## src/rtl/mem_bus_fabric.sv

```systemverilog
// PicoRV32 native-bus fabric: registered address decode to N slaves, per-access
// timeout, error response for unmapped/hung accesses and a sticky fault record.
module mem_bus_fabric #(
   parameter int                         NUM_SLAVES     = 3,
   parameter logic [NUM_SLAVES*32-1:0]   ADDR_BASES     = {32'h8000_0100, 32'h8000_0000, 32'h0000_0000},
   parameter logic [NUM_SLAVES*32-1:0]   ADDR_MASKS     = {32'hFFFF_FFF0, 32'hFFFF_FFFF, 32'hFFFF_E000},
   parameter int                         TIMEOUT_CYCLES = 255,
   parameter logic [31:0]                ERR_RDATA      = 32'hDEAD_BEEF
) (
   input  logic                         clk,
   input  logic                         reset,
   input  logic                         mem_valid,
   input  logic [31:0]                  mem_addr,
   input  logic [31:0]                  mem_wdata,
   input  logic [3:0]                   mem_wstrb,
   output logic                         mem_ready,
   output logic [31:0]                  mem_rdata,
   output logic [NUM_SLAVES-1:0]        s_select,
   output logic [31:0]                  s_addr,
   output logic [31:0]                  s_wdata,
   output logic [3:0]                   s_wstrb,
   input  logic [NUM_SLAVES-1:0]        s_ready,
   input  logic [NUM_SLAVES*32-1:0]     s_rdata,
   input  logic                         fault_clear,
   output logic                         fault_valid,
   output logic [1:0]                   fault_code,
   output logic [31:0]                  fault_addr,
   output logic                         fault_write,
   output logic [7:0]                   fault_count
);

   localparam int IW      = (NUM_SLAVES > 1) ? $clog2(NUM_SLAVES) : 1;
   localparam int CW      = (TIMEOUT_CYCLES > 1) ? $clog2(TIMEOUT_CYCLES) : 1;
   localparam int TO_LAST = (TIMEOUT_CYCLES > 0) ? TIMEOUT_CYCLES - 1 : 0;
   localparam logic [CW-1:0] TO_LAST_C = CW'(TO_LAST);

   localparam logic [1:0] CODE_UNMAPPED = 2'b01;
   localparam logic [1:0] CODE_TIMEOUT  = 2'b10;

   typedef enum logic [1:0] {
      IDLE   = 2'd0,
      ACCESS = 2'd1,
      RESP   = 2'd2,
      ERR    = 2'd3
   } state_t;

   state_t                  state_reg, state_next;
   logic [NUM_SLAVES-1:0]   match;
   logic                    hit;
   logic [IW-1:0]           hit_idx;
   logic [IW-1:0]           idx_reg;
   logic [NUM_SLAVES-1:0]   sel_reg;
   logic [31:0]             addr_reg, wdata_reg, rdata_reg;
   logic [3:0]              wstrb_reg;
   logic [CW-1:0]           cnt_reg;
   logic [1:0]              err_code_reg;
   logic                    sel_ready;
   logic [31:0]             sel_rdata;
   logic                    timeout_hit;

   logic                    fault_valid_reg;
   logic [1:0]              fault_code_reg;
   logic [31:0]             fault_addr_reg;
   logic                    fault_write_reg;
   logic [7:0]              fault_count_reg;

   genvar gi;
   generate
      for (gi = 0; gi < NUM_SLAVES; gi++) begin : g_decode
         assign match[gi] = (mem_addr & ADDR_MASKS[32*gi +: 32]) == ADDR_BASES[32*gi +: 32];
      end
   endgenerate

   // Scan downwards so the lowest matching index is the one left standing.
   always_comb begin
      hit     = 1'b0;
      hit_idx = '0;
      for (int i = NUM_SLAVES - 1; i >= 0; i--) begin
         if (match[i]) begin
            hit     = 1'b1;
            hit_idx = IW'(i);
         end
      end
   end

   assign sel_ready   = s_ready[idx_reg];
   assign sel_rdata   = s_rdata[32*int'(idx_reg) +: 32];
   assign timeout_hit = (TIMEOUT_CYCLES != 0) && (cnt_reg == TO_LAST_C) && !sel_ready;

   always_ff @(posedge clk or posedge reset) begin
      if (reset) state_reg <= IDLE;
      else       state_reg <= state_next;
   end

   always_comb begin
      state_next = state_reg;
      mem_ready  = 1'b0;
      mem_rdata  = 32'h0;
      case (state_reg)
         IDLE: begin
            if (mem_valid) state_next = hit ? ACCESS : ERR;
         end
         ACCESS: begin
            if (sel_ready)        state_next = RESP;
            else if (timeout_hit) state_next = ERR;
         end
         RESP: begin
            mem_ready  = 1'b1;
            mem_rdata  = rdata_reg;
            state_next = IDLE;
         end
         ERR: begin
            mem_ready  = 1'b1;
            mem_rdata  = ERR_RDATA;
            state_next = IDLE;
         end
         default: state_next = IDLE;
      endcase
   end

   always_ff @(posedge clk or posedge reset) begin
      if (reset) begin
         idx_reg      <= '0;
         sel_reg      <= '0;
         addr_reg     <= 32'h0;
         wdata_reg    <= 32'h0;
         wstrb_reg    <= 4'h0;
         rdata_reg    <= 32'h0;
         cnt_reg      <= '0;
         err_code_reg <= 2'b00;
      end else begin
         case (state_reg)
            IDLE: begin
               if (mem_valid) begin
                  addr_reg     <= mem_addr;
                  wdata_reg    <= mem_wdata;
                  wstrb_reg    <= mem_wstrb;
                  idx_reg      <= hit_idx;
                  sel_reg      <= hit ? (NUM_SLAVES'(1) << hit_idx) : '0;
                  cnt_reg      <= '0;
                  err_code_reg <= CODE_UNMAPPED;
               end
            end
            ACCESS: begin
               if (sel_ready) begin
                  rdata_reg <= sel_rdata;
                  sel_reg   <= '0;
               end else if (timeout_hit) begin
                  sel_reg      <= '0;
                  err_code_reg <= CODE_TIMEOUT;
               end else if (TIMEOUT_CYCLES != 0) begin
                  cnt_reg <= cnt_reg + CW'(1);
               end
            end
            default: ;
         endcase
      end
   end

   // The record commits at the end of the ERR cycle, so a coincident clear loses.
   always_ff @(posedge clk or posedge reset) begin
      if (reset) begin
         fault_valid_reg <= 1'b0;
         fault_code_reg  <= 2'b00;
         fault_addr_reg  <= 32'h0;
         fault_write_reg <= 1'b0;
         fault_count_reg <= 8'h0;
      end else if (state_reg == ERR) begin
         fault_valid_reg <= 1'b1;
         fault_code_reg  <= err_code_reg;
         fault_addr_reg  <= addr_reg;
         fault_write_reg <= (wstrb_reg != 4'h0);
         if (fault_clear)                  fault_count_reg <= 8'd1;
         else if (fault_count_reg != 8'hFF) fault_count_reg <= fault_count_reg + 8'd1;
      end else if (fault_clear) begin
         fault_valid_reg <= 1'b0;
         fault_code_reg  <= 2'b00;
         fault_count_reg <= 8'h0;
      end
   end

   assign s_select    = sel_reg;
   assign s_addr      = addr_reg;
   assign s_wdata     = wdata_reg;
   assign s_wstrb     = wstrb_reg;
   assign fault_valid = fault_valid_reg;
   assign fault_code  = fault_code_reg;
   assign fault_addr  = fault_addr_reg;
   assign fault_write = fault_write_reg;
   assign fault_count = fault_count_reg;

endmodule

```

## config.mk

```make
export PLATFORM = sky130hd
export DESIGN_NAME = mem_bus_fabric
export DESIGN_NICKNAME = d
export VERILOG_FILES = /design/src/rtl/mem_bus_fabric.sv
export SDC_FILE = /design/constraint.sdc
export NUM_CORES = 1
export LEC_CHECK = 0
export CORE_ASPECT_RATIO = 1.25
export CORE_UTILIZATION = 25
export CTS_BUF_LIST = sky130_fd_sc_hd__clkbuf_8
export DETAILED_ROUTE_END_ITERATION = 7
export PLACE_DENSITY = 0.61
export RECOVER_POWER = 50
export SETUP_SLACK_MARGIN = 0.05
export SLEW_MARGIN = 20
export SYNTH_ARGS = -nofsm -noshare
export SYNTH_HDL_FRONTEND = slang
export SYNTH_SLANG_ARGS = --single-unit
```

## constraint.sdc

```tcl
create_clock -name clk -period 5.9 [get_ports clk]
set_clock_uncertainty 0.15 [all_clocks]
set_input_delay 1.18 -clock clk [delete_from_list [all_inputs] [get_ports clk]]
set_output_delay 1.18 -clock clk [all_outputs]
set_load 0.01 [all_outputs]
```

Yosys cells after proc, flatten, opt, wreduce, memory -nomap -nowiden
Cells that the tools add are included.

word-level totals
  register bits after elaboration = 161
  latch bits = 0
  bits in writable memories = 0
  bits in read-only memories = 0
  input port bits = 171
  output and inout bits = 148
  word-level logic and storage cells = 83
  memories kept = 0

cells by class
  add/subtract/negate cells = 2
  multiply operators = 0
  divide/modulo/power cells = 0
  $lt $le $gt $ge = 1
  eq/ne operators = 12
  shift-type cells = 2
  muxes and demuxes = 36
  bitwise gates (word level) = 0
  reductions and logical operators = 16

operators by type and width
  cell                                                        number
  variable part select 96 x 8 -> 32 bit                       1
  one-hot mux 32 bit (2 select lines)                         1
  two-way mux 8 bit                                           7
  == test 32 bit, second input constant                       1
  logical NOT 32 bit                                          1
  == test 28 bit, second input constant                       1
  two-way mux 2 bit                                           12
  adder 8 x 1 -> 8 bit, second input constant                 2
  one-hot mux 8 bit (2 select lines)                          1
  two-way mux 3 bit                                           4
  == test 8 bit, second input constant                        1
  inequality test 2 bit, second input constant                4
  inequality test 8 bit, second input constant                1
  AND reduction 2 bit                                         4
  AND reduction 4 bit                                         2
  two-way mux 1 bit                                           7
  one-hot mux 2 bit (3 select lines)                          1
  one-hot mux 3 bit (2 select lines)                          1
  nonzero test 2 bit                                          3
  == test 2 bit, second input constant                        2
  one-hot mux 2 bit (2 select lines)                          1
  nonzero test 4 bit                                          1
  less-than comparator 2 x 3 -> 1 bit, second input constant  1
  inequality test 3 bit, second input constant                1
  other kinds (8)                                             8

Depth between registers and ports, before layout
Gate-level depths: netlist of run 1.

  word-level depth = 8
  mapped depth = 8
  mapped depth without buffers = 5

Least setup slack after synthesis of run 1
No wires, ideal clock.

  path type = reg2out
  start point = reg state_reg[0]
  end point = out mem_rdata[0]
  arrival = 1.236 ns
  required time = 4.570 ns
  path slack = 3.334 ns
  stages on the path, launching flop included = 5
  path buffers = 3
  cell sequence = dfrtp_1 buf_2 buf_1 buf_1 o21a_1

on the way
  longest elaborated chain between the ends = 2
  elaborated cells on any way between the ends = 3
  classes of those cells = eq/ne: 2; mux: 1

ends and longest elaborated chain
  what                                     RTL line  source
  start: declaration                       47        state_t state_reg, state_next;
  start signal: assignment                 92        else state_reg <= state_next;
  == test 2 bit                            99        case (state_reg)
  one-hot mux 32 bit (2 select lines) (*)  99
  end: declaration                         17        output logic [31:0] mem_rdata,

Mark *: on every way between the ends. The rest lies on a longest branch, timed or not.

Worst setup path in the final report of run 1
  start point = reg state_reg[0]
  end point = out mem_rdata[3]

The elaborated chain is that of the path after synthesis.

==> results of run 1 <==
-- per-stage QoR --
| stage | hold WS, ns | util | worst slack [ns] | total power [mW] |
|---|---|---|---|---|
| 2_1_floorplan | 0.293 | - | 0.222 | 2.99 |
| 3_3_place_gp | 0.307 | 0.376 | 2.42 | 4.30 |
| 3_5_place_dp | 0.312 | 0.376 | 2.38 | 4.33 |
| 4_1_cts | 0.334 | 0.389 | 1.92 | 5.19 |
| 5_1_grt | 0.352 | 0.389 | 1.28 | 5.44 |
| 6_report | 0.330 | 0.389 | 1.50 | 5.11 |
-- cell type report --
class	count	area, sq um	share of cell area
Sequential cell	161	4030	0.352
Clock inverter	15	159	0.0139
Inverter	9	38.8	0.00339
Timing Repair Buffer	327	3240	0.283
Tap cell	396	495	0.0433
Multi-Input combinational cell	519	3250	0.284
Clock buffer	17	234	0.0204
-- cell usage after synthesis (2+ instances only) --
master and count:
inv_1 9, mux2_4 30, nand2_1 248, nor4_1 7, o211ai_1 3, a21oi_1 3, buf_1 5, a31o_2 2
nor3_1 3, o31ai_1 2, o21a_1 24, mux2_2 34, nor2_1 17, nand4_1 3, a211oi_1 5, and4_1 4
dfrtp_1 161, or4_1 3, a32o_1 2, and3_1 4, nor2b_1 7, nand3_1 7, nand3b_1 4, o21ai_0 35
ha_1 3, and2_1 11, clkbuf_1 19, buf_6 4, o32ai_1 2, a31oi_1 6, mux2i_1 34, buf_2 17
-- kinds of logic after synthesis --
kind of cell               count (synthesis)
adders and majority gates                  3
and+or+nand+nor                          321
xor gates and xnor gates                   1
AOI/OAI and AO/OA                         95
DFF                                      161
muxes                                     99
buffers and inverters                     54
-- final timing paths --
kind | slack [ns] | endpoint | cells past startpoint | start
setup / recovery | 1.50 | mem_rdata[3] | 3 | state_reg[0]
hold / removal | 0.33 | s_wdata[4] | 2 | s_wdata[4]
setup reg to reg | 1.72 | s_select[0] | 6 | state_reg[0]
hold reg to reg | 0.33 | s_wdata[4] | 2 | s_wdata[4]
max in group asynchronous | 2.02 | cnt_reg[3] | 3 | reset
min in group asynchronous | 1.24 | rdata_reg[1] | 2 | reset
-- power breakdown --
| group | switching [mW] | internal (mW) | total [mW] | leakage (nW) |
|---|---|---|---|---|
| logic | 1.08 | 1.35 | 2.43 | 2.74 |
| clock network | 0.448 | 0.381 | 0.829 | 0.198 |
| registers | 0.283 | 1.57 | 1.85 | 2.01 |
| total | 1.81 | 3.30 | 5.11 | 4.95 |
-- worst max-delay path: stages, from the launching register on --
cell             delay [ns]
dfrtp_1                0.36
clkbuf_1               1.33
o21a_1                 0.33
clkdlybuf4s50_1        0.57
-- per-layer routing --
layer  global-route usage  part of all wire  vias up
met2                0.263              0.51      193
met4               0.0547             0.020        0
met3               0.0420             0.062       24
met5                    0                 0        -
li1                     -                 -     3079
met1                0.187              0.41     3062
==> flow_metrics.env, run 1 <==
export IMPL_mostFrequentLayoutCells="311 x clkdlybuf4s50_1, 247 x nand2_1, 160 x dfrtp_1, 35 x o21ai_0"
export IMPL_maxClockFrequency_mhz=227
export IMPL_core_sq_um=29400
export IMPL_crit_path_end_kind="primary output"
export IMPL_hpwlAfterDp_mm=16.8
export IMPL_cts_max_level=4
export IMPL_postRouteAntennaNets=0
export IMPL_die_h_microns=196
export IMPL_final_layout_size_suffix_gt1_frac=0.109
export IMPL_stdcell_count=1444
export IMPL_netlist_area_sq_um=7520
export IMPL_synth_xor_area_share=0.00116
export IMPL_viasPerCell=4.40
export IMPL_worstMarginPinSlew_ns=1.97
export IMPL_ys_ff_latch=161
export IMPL_netlist_area_leader_share=0.536
export IMPL_fin_crit_sh=0.746
export IMPL_grt_start_max_net_pins=100
export IMPL_area_delta_synth_final_pct=52.1
export IMPL_fillCellCount=2986
export IMPL_synth_nets=908
export IMPL_synth_top_family_by_area="simple AND/OR/NAND/NOR gates"
export IMPL_place_inst=1412
export IMPL_post_cts_resized=0
export IMPL_final_common_cell="clkdlybuf4s50_1"
export IMPL_root_buffer="clkbuf_8"
export IMPL_power_density_nw_per_um2=447
export IMPL_overflow=0
export IMPL_drcViolationCount=0
export IMPL_hold_path_class="register to register"
export IMPL_grt_pass1_wl_mm=36.2
export IMPL_antenna_cells=0
export IMPL_fin_area_sq_um=11400
export IMPL_synth_simple_area_share=0.180
export IMPL_drv_cap=3
export IMPL_yosys_mux_area_fraction=0.159
export IMPL_startpoint_type="register"
export IMPL_clock_sinks=161
export IMPL_cp_arrival_ns=3.07
export IMPL_synth_area_per_cell_sq_um=10.2
export IMPL_synth_top_flop_cell="dfrtp_1"
export IMPL_synthAdderAreaFrac=0.00499
export IMPL_violations="max-capacitance violations, max-slew violations"
export IMPL_crit_required_ns=4.57
export IMPL_drt_total_wl_mm=23.8
export IMPL_netlist_instances=734
export IMPL_tns_ns=0
export IMPL_rsz0062_at_grt="false"
export IMPL_ys_seq_area_frac=0.536
export IMPL_p_leak_nw=4.95
export IMPL_postCtsSetupBuffers=0
export IMPL_synth_edff_count=0
export IMPL_portBuffers=318
export IMPL_grt_antenna_before_repair=0
export IMPL_clkTransAtPathRegs_ns=0.09
export IMPL_die_area_sq_um=30800
export IMPL_drtIter0Drc=352
export IMPL_via_count=6358
export IMPL_placed_area_sq_um=11100
export IMPL_drt_first_pass_iters=4
export IMPL_min_period_ns=4.40
export IMPL_postCtsHoldBufs=0
export IMPL_ir_drop_mv=0.188
export IMPL_finalMaxSlewViolations=103
export IMPL_place_gp_congestion=0.778
export IMPL_track_usage=0.155
export IMPL_rows=70
export IMPL_hold_violations=0
export IMPL_cts_buffer_depth=2
export IMPL_grt_pass1_vias=6450
export IMPL_synthArstFlopShare=1.00
export IMPL_clk_latency_ns=0.46
export IMPL_path_class="register to primary output"
export IMPL_nNetsFinal=1209
export IMPL_synth_cell_types=48
export IMPL_slew_headroom=-0.312
export IMPL_synth_top_area_cell="dfrtp_1"
export IMPL_synth_compound_area_frac=0.0853
export IMPL_status="finished, violations left"
export IMPL_numCtsBuffers=17
export IMPL_cp_max_fo=36
export IMPL_finalSetupViolations=0
export IMPL_synth_warnings=0
export IMPL_boundaryPins=319
export IMPL_start_util=0.256
export IMPL_die_x_microns=157
export IMPL_wl_per_cell_microns=16.5
export IMPL_cts_tree="done"
export IMPL_synth_area_leaders="dfrtp_1 54%, nand2_1 12%, mux2_4 6.0%"
Power figures use the tool's default switching activity.
==> inputs of run 2 (changes only) <==
- PLACE_DENSITY: 0.61 -> 0.59
- clock period: 5.9 -> 4.27 ns (I/O delays scaled with it)
==> flow_metrics.env, run 2 (same netlist as run 1, synthesis figures left out) <==
export IMPL_status="finished, violations left"
export IMPL_violations="max-capacitance violations, max-slew violations"
export IMPL_cp_num_buf_inv=2
export IMPL_cp_slowest_cell="clkbuf_1"
export IMPL_grt_pass1_vias=6465
export IMPL_cp_top_family="buffers and inverters"
export IMPL_switching_share=0.342
export IMPL_crit_path_end_kind="register"
export IMPL_cts_max_level=4
export IMPL_ir_drop_mv=0.276
export IMPL_maxClockFrequency_mhz=310
export IMPL_finalMaxSlewViolations=94
export IMPL_finalPower_mw=7.21
export IMPL_die_x_microns=157
export IMPL_drcViolationCount=0
export IMPL_crit_required_ns=4.45
export IMPL_min_period_ns=3.23
export IMPL_wl_per_cell_microns=16.1
export IMPL_clockPowerShare=0.179
export IMPL_tns_ns=0
export IMPL_p_int_mw=4.75
export IMPL_path_class="register to register"
export IMPL_finish_utilization=0.393
export IMPL_mostFrequentLayoutCells="316 x clkdlybuf4s50_1, 248 x nand2_1, 160 x dfrtp_1, 35 x o21ai_0"
export IMPL_placed_area_sq_um=11100
export IMPL_cp_max_fo=35
export IMPL_rows=70
export IMPL_final_layout_size_suffix_gt1_frac=0.108
export IMPL_postRouteAntennaNets=0
export IMPL_drtIter0Drc=225
export IMPL_postCtsHoldBufs=0
export IMPL_hold_violations=0
export IMPL_slew_headroom=-0.337
export IMPL_portBuffers=318
export IMPL_place_gp_congestion=0.802
export IMPL_worstMarginPinSlew_ns=2.01
export IMPL_slowest_delay_ns=1.47
export IMPL_start_util=0.256
export IMPL_nNetsFinal=1215
export IMPL_die_area_sq_um=30800
export IMPL_hpwlAfterDp_mm=17.1
export IMPL_path_cells="buf_4 -> nand2_1 -> clkbuf_1 -> mux2_2"
export IMPL_fin_crit_sh=0.757
export IMPL_fin_area_sq_um=11600
export IMPL_clk_latency_ns=0.45
export IMPL_clock_sinks=161
export IMPL_pwr_share_seq=0.355
export IMPL_postCtsSetupBuffers=0
export IMPL_root_buffer="clkbuf_8"
export IMPL_finalSetupViolations=0
export IMPL_p_leak_nw=5.00
export IMPL_power_density_nw_per_um2=623
export IMPL_post_cts_resized=0
export IMPL_core_sq_um=29400
export IMPL_hold_path_class="register to register"
export IMPL_drt_first_pass_iters=4
export IMPL_pwr_share_comb=0.466
export IMPL_numCtsBuffers=17
export IMPL_startpoint_type="register"
export IMPL_grt_antenna_before_repair=1
export IMPL_final_common_cell="clkdlybuf4s50_1"
export IMPL_die_h_microns=196
export IMPL_viasPerCell=4.36
export IMPL_boundaryPins=319
export IMPL_grt_start_max_net_pins=52
export IMPL_switching_power_mw=2.46
export IMPL_cts_tree="done"
export IMPL_drt_total_wl_mm=23.4
export IMPL_rsz0062_at_grt="false"
export IMPL_overflow=0
export IMPL_clkTransAtPathRegs_ns=0.09
export IMPL_via_count=6331
export IMPL_cts_buffer_depth=2
export IMPL_grt_pass1_wl_mm=35.5
export IMPL_cp_arrival_ns=3.42
export IMPL_area_delta_synth_final_pct=53.8
export IMPL_drv_cap=3
export IMPL_track_usage=0.152
## run 2: changes by cell type in the layout (fill, tap and decap cells not counted), sizes merged, moves of 3 or more
cell | before | now
clkinvlp | 2 | 5
buf | 6 | 10
clkbuf | 20 | 25
clkdlybuf4s50 | 311 | 316
inv | 13 | 10
dlygate4sd3 | 7 | 2
clkinv | 7 | 2
## run 2: worst paths after layout
path	start	to	slack, ns	cells past startpoint
min in group asynchronous	reset	fault_addr[12]	1.08	2
worst min register to register	s_wdata[3]	s_wdata[3]	0.33	2
worst min-delay path	s_wdata[3]	s_wdata[3]	0.33	2
max in group asynchronous	reset	fault_addr[26]	1.30	3
worst max register to register	state_reg[1]	fault_addr[9]	1.04	4
worst max-delay path	state_reg[1]	fault_addr[9]	1.04	4
## run 2: power groups by stage
stage          Clock, mW  Combinational (mW)  Sequential, mW
5_1_grt             1.41                3.62            2.65
3_5_place_dp           0                3.42            2.59
6_report            1.29                3.36            2.56
2_1_floorplan          0                1.39            2.74
3_3_place_gp           0                3.40            2.57
4_1_cts             1.35                3.43            2.57
## run 2: layer usage
layer	vias up	track usage	share of wire
met5	-	0	0
met1	3053	0.175	0.41
met2	168	0.265	0.51
met4	0	0.0565	0.022
li1	3088	-	-
met3	22	0.0415	0.055
## run 2: per-stage QoR
step / hold slack [ns] / std cells / setup WS (ns)
floorplan: 0.293 / 734 / 1.22
finish: 0.330 / 1451 / 1.04
global placement: 0.306 / 1418 / 1.17
global route: 0.356 / 1451 / 0.776
detailed placement: 0.313 / 1418 / 1.13
CTS: 0.334 / 1450 / 1.09
## run 2: worst min-delay path: cells and delay by family (launching register included)
family           cells  cell delay, ns
DFF                  1            0.35
and+or+nand+nor      2            0.10
## run 2: cell type report
class                           count  area (sq um)
Antenna cell                        1          2.50
Clock buffer                       20           275
Clock inverter                     12           180
Fill cell                        2960         17900
Inverter                            9          35.0
Multi-Input combinational cell    519          3230
Sequential cell                   161          4030
Tap cell                          396           495
Timing Repair Buffer              333          3310
==> inputs of run 3 (changes only) <==
- PLACE_DENSITY: 0.59 -> 0.61
- clock period: 4.27 -> 2.7 ns (I/O delays scaled with it)
==> flow_metrics.env, run 3 (same netlist as run 1, synthesis figures left out) <==
export IMPL_status="completed"
export IMPL_switching_share=0.350
export IMPL_clk_latency_ns=0.45
export IMPL_wl_per_cell_microns=15.9
export IMPL_crit_path_end_kind="primary output"
export IMPL_start_util=0.256
export IMPL_grt_pass1_vias=6491
export IMPL_cts_tree="done"
export IMPL_track_usage=0.154
export IMPL_rows=70
export IMPL_final_layout_size_suffix_gt1_frac=0.118
export IMPL_clockPowerShare=0.172
export IMPL_place_ws_ns=0.274
export IMPL_clkTransAtPathRegs_ns=0.09
export IMPL_ir_drop_mv=0.393
export IMPL_via_count=6384
export IMPL_grt_start_max_net_pins=51
export IMPL_pwr_share_seq=0.359
export IMPL_cp_max_fo=24
export IMPL_power_density_nw_per_um2=971
export IMPL_viasPerCell=4.37
export IMPL_grt_antenna_before_repair=0
export IMPL_cp_top_family="buffers and inverters"
export IMPL_finalSetupViolations=0
export IMPL_die_area_sq_um=30800
export IMPL_overflow=0
export IMPL_drt_first_pass_iters=4
export IMPL_cp_num_buf_inv=2
export IMPL_min_period_ns=2.53
export IMPL_switching_power_mw=3.96
export IMPL_rsz0062_at_grt="true"
export IMPL_postRouteAntennaNets=0
export IMPL_finish_utilization=0.396
export IMPL_hold_violations=0
export IMPL_cp_arrival_ns=1.84
export IMPL_p_leak_nw=5.13
export IMPL_die_h_microns=196
export IMPL_hold_path_class="register to register"
export IMPL_timing_final_ws_setup_ns=0.165
export IMPL_r2r_slack_ns=0.23
export IMPL_path_class="register to primary output"
export IMPL_numCtsBuffers=17
export IMPL_die_x_microns=157
export IMPL_cts_max_level=4
export IMPL_slowest_delay_ns=0.57
export IMPL_nNetsFinal=1225
export IMPL_maxClockFrequency_mhz=395
export IMPL_fin_crit_sh=0.939
export IMPL_slew_headroom=0.363
export IMPL_grt_pass1_wl_mm=36.3
export IMPL_mostFrequentLayoutCells="294 x clkdlybuf4s50_1, 248 x nand2_1, 160 x dfrtp_1, 35 x o21ai_0"
export IMPL_core_sq_um=29400
export IMPL_worstMarginPinSlew_ns=0.950
export IMPL_root_buffer="clkbuf_8"
export IMPL_final_common_cell="clkdlybuf4s50_1"
export IMPL_postCtsHoldBufs=0
export IMPL_drv_cap=0
export IMPL_hpwlAfterDp_mm=17.2
export IMPL_place_gp_congestion=0.789
export IMPL_p_int_mw=7.37
export IMPL_path_cells="buf_6 -> o21a_1 -> clkdlybuf4s50_1"
export IMPL_area_delta_synth_final_pct=55.0
export IMPL_startpoint_type="register"
export IMPL_portBuffers=318
export IMPL_drt_total_wl_mm=23.3
export IMPL_boundaryPins=319
export IMPL_cts_buffer_depth=2
export IMPL_finalMaxSlewViolations=0
export IMPL_clock_sinks=161
export IMPL_drtIter0Drc=205
export IMPL_pwr_share_comb=0.469
export IMPL_drcViolationCount=0
export IMPL_crit_required_ns=2.01
export IMPL_cp_slowest_cell="clkdlybuf4s50_1"
[run 3: metal layers]
layer  up-vias  GRT usage  part of all wire
met3        22     0.0371             0.050
met4         0     0.0503             0.018
met2       163      0.264              0.52
li1       3119          -                 -
met5         -          0                 0
met1      3080      0.189              0.41
[run 3: worst reg2reg max path, stage by stage (launching register included)]
cell and delay [ns]:
dfrtp_1 0.87, mux2i_4 0.43, o21ai_2 0.10, nand2_2 0.23, buf_12 0.24, mux2_2 0.35
[run 3: final cells by class]
type | instances | area, sq um
Inverter | 9 | 35.0
Clock buffer | 17 | 234
Antenna cell | 1 | 2.50
Sequential cell | 161 | 4030
Multi-Input combinational cell | 519 | 3240
Fill cell | 2923 | 17800
Timing Repair Buffer | 343 | 3430
Tap cell | 396 | 495
Clock inverter | 15 | 195
[run 3: final timing paths]
check	start	cells after the start	end
max	state_reg[1]	3	mem_rdata[1]
min	s_wdata[15]	2	s_wdata[15]
max reg2reg	idx_reg[1]	5	rdata_reg[31]
min reg2reg	s_wdata[15]	2	s_wdata[15]
max in group asynchronous	reset	3	rdata_reg[8]
min in group asynchronous	reset	2	s_wstrb[3]
[run 3: repair_timing]
item | CTS | global route
setup buffers | 1 | 0
pin swaps | 0 | 0
endpoints found under the setup margin | 31 | 8
gates resized for setup | 6 | 4
[run 3: power by group through the flow]
| stage | Sequential (mW) | Clock (mW) | Combinational (mW) |
|---|---|---|---|
| 6_report | 4.06 | 1.95 | 5.32 |
| 5_1_grt | 4.21 | 2.14 | 5.75 |
| 4_1_cts | 4.08 | 2.05 | 5.53 |
| 3_5_place_dp | 4.11 | 0 | 5.52 |
| 3_3_place_gp | 4.09 | 0 | 5.46 |
| 2_1_floorplan | 4.33 | 0 | 2.21 |
[run 3: through the flow]
stage | power, mW | instances | hold WS, ns | TNS (ns) | cell area (sq um)
4_1_cts | 11.7 | 1460 | 0.282 | 0 | 11700
3_5_place_dp | 9.62 | 1427 | 0.312 | 0 | 11300
6_report | 11.3 | 1461 | 0.326 | 0 | 11700
3_3_place_gp | 9.55 | 1427 | 0.307 | 0 | 11300
2_1_floorplan | 6.54 | 734 | 0.293 | -5.29 | 7530
5_1_grt | 12.1 | 1460 | 0.342 | 0 | 11700
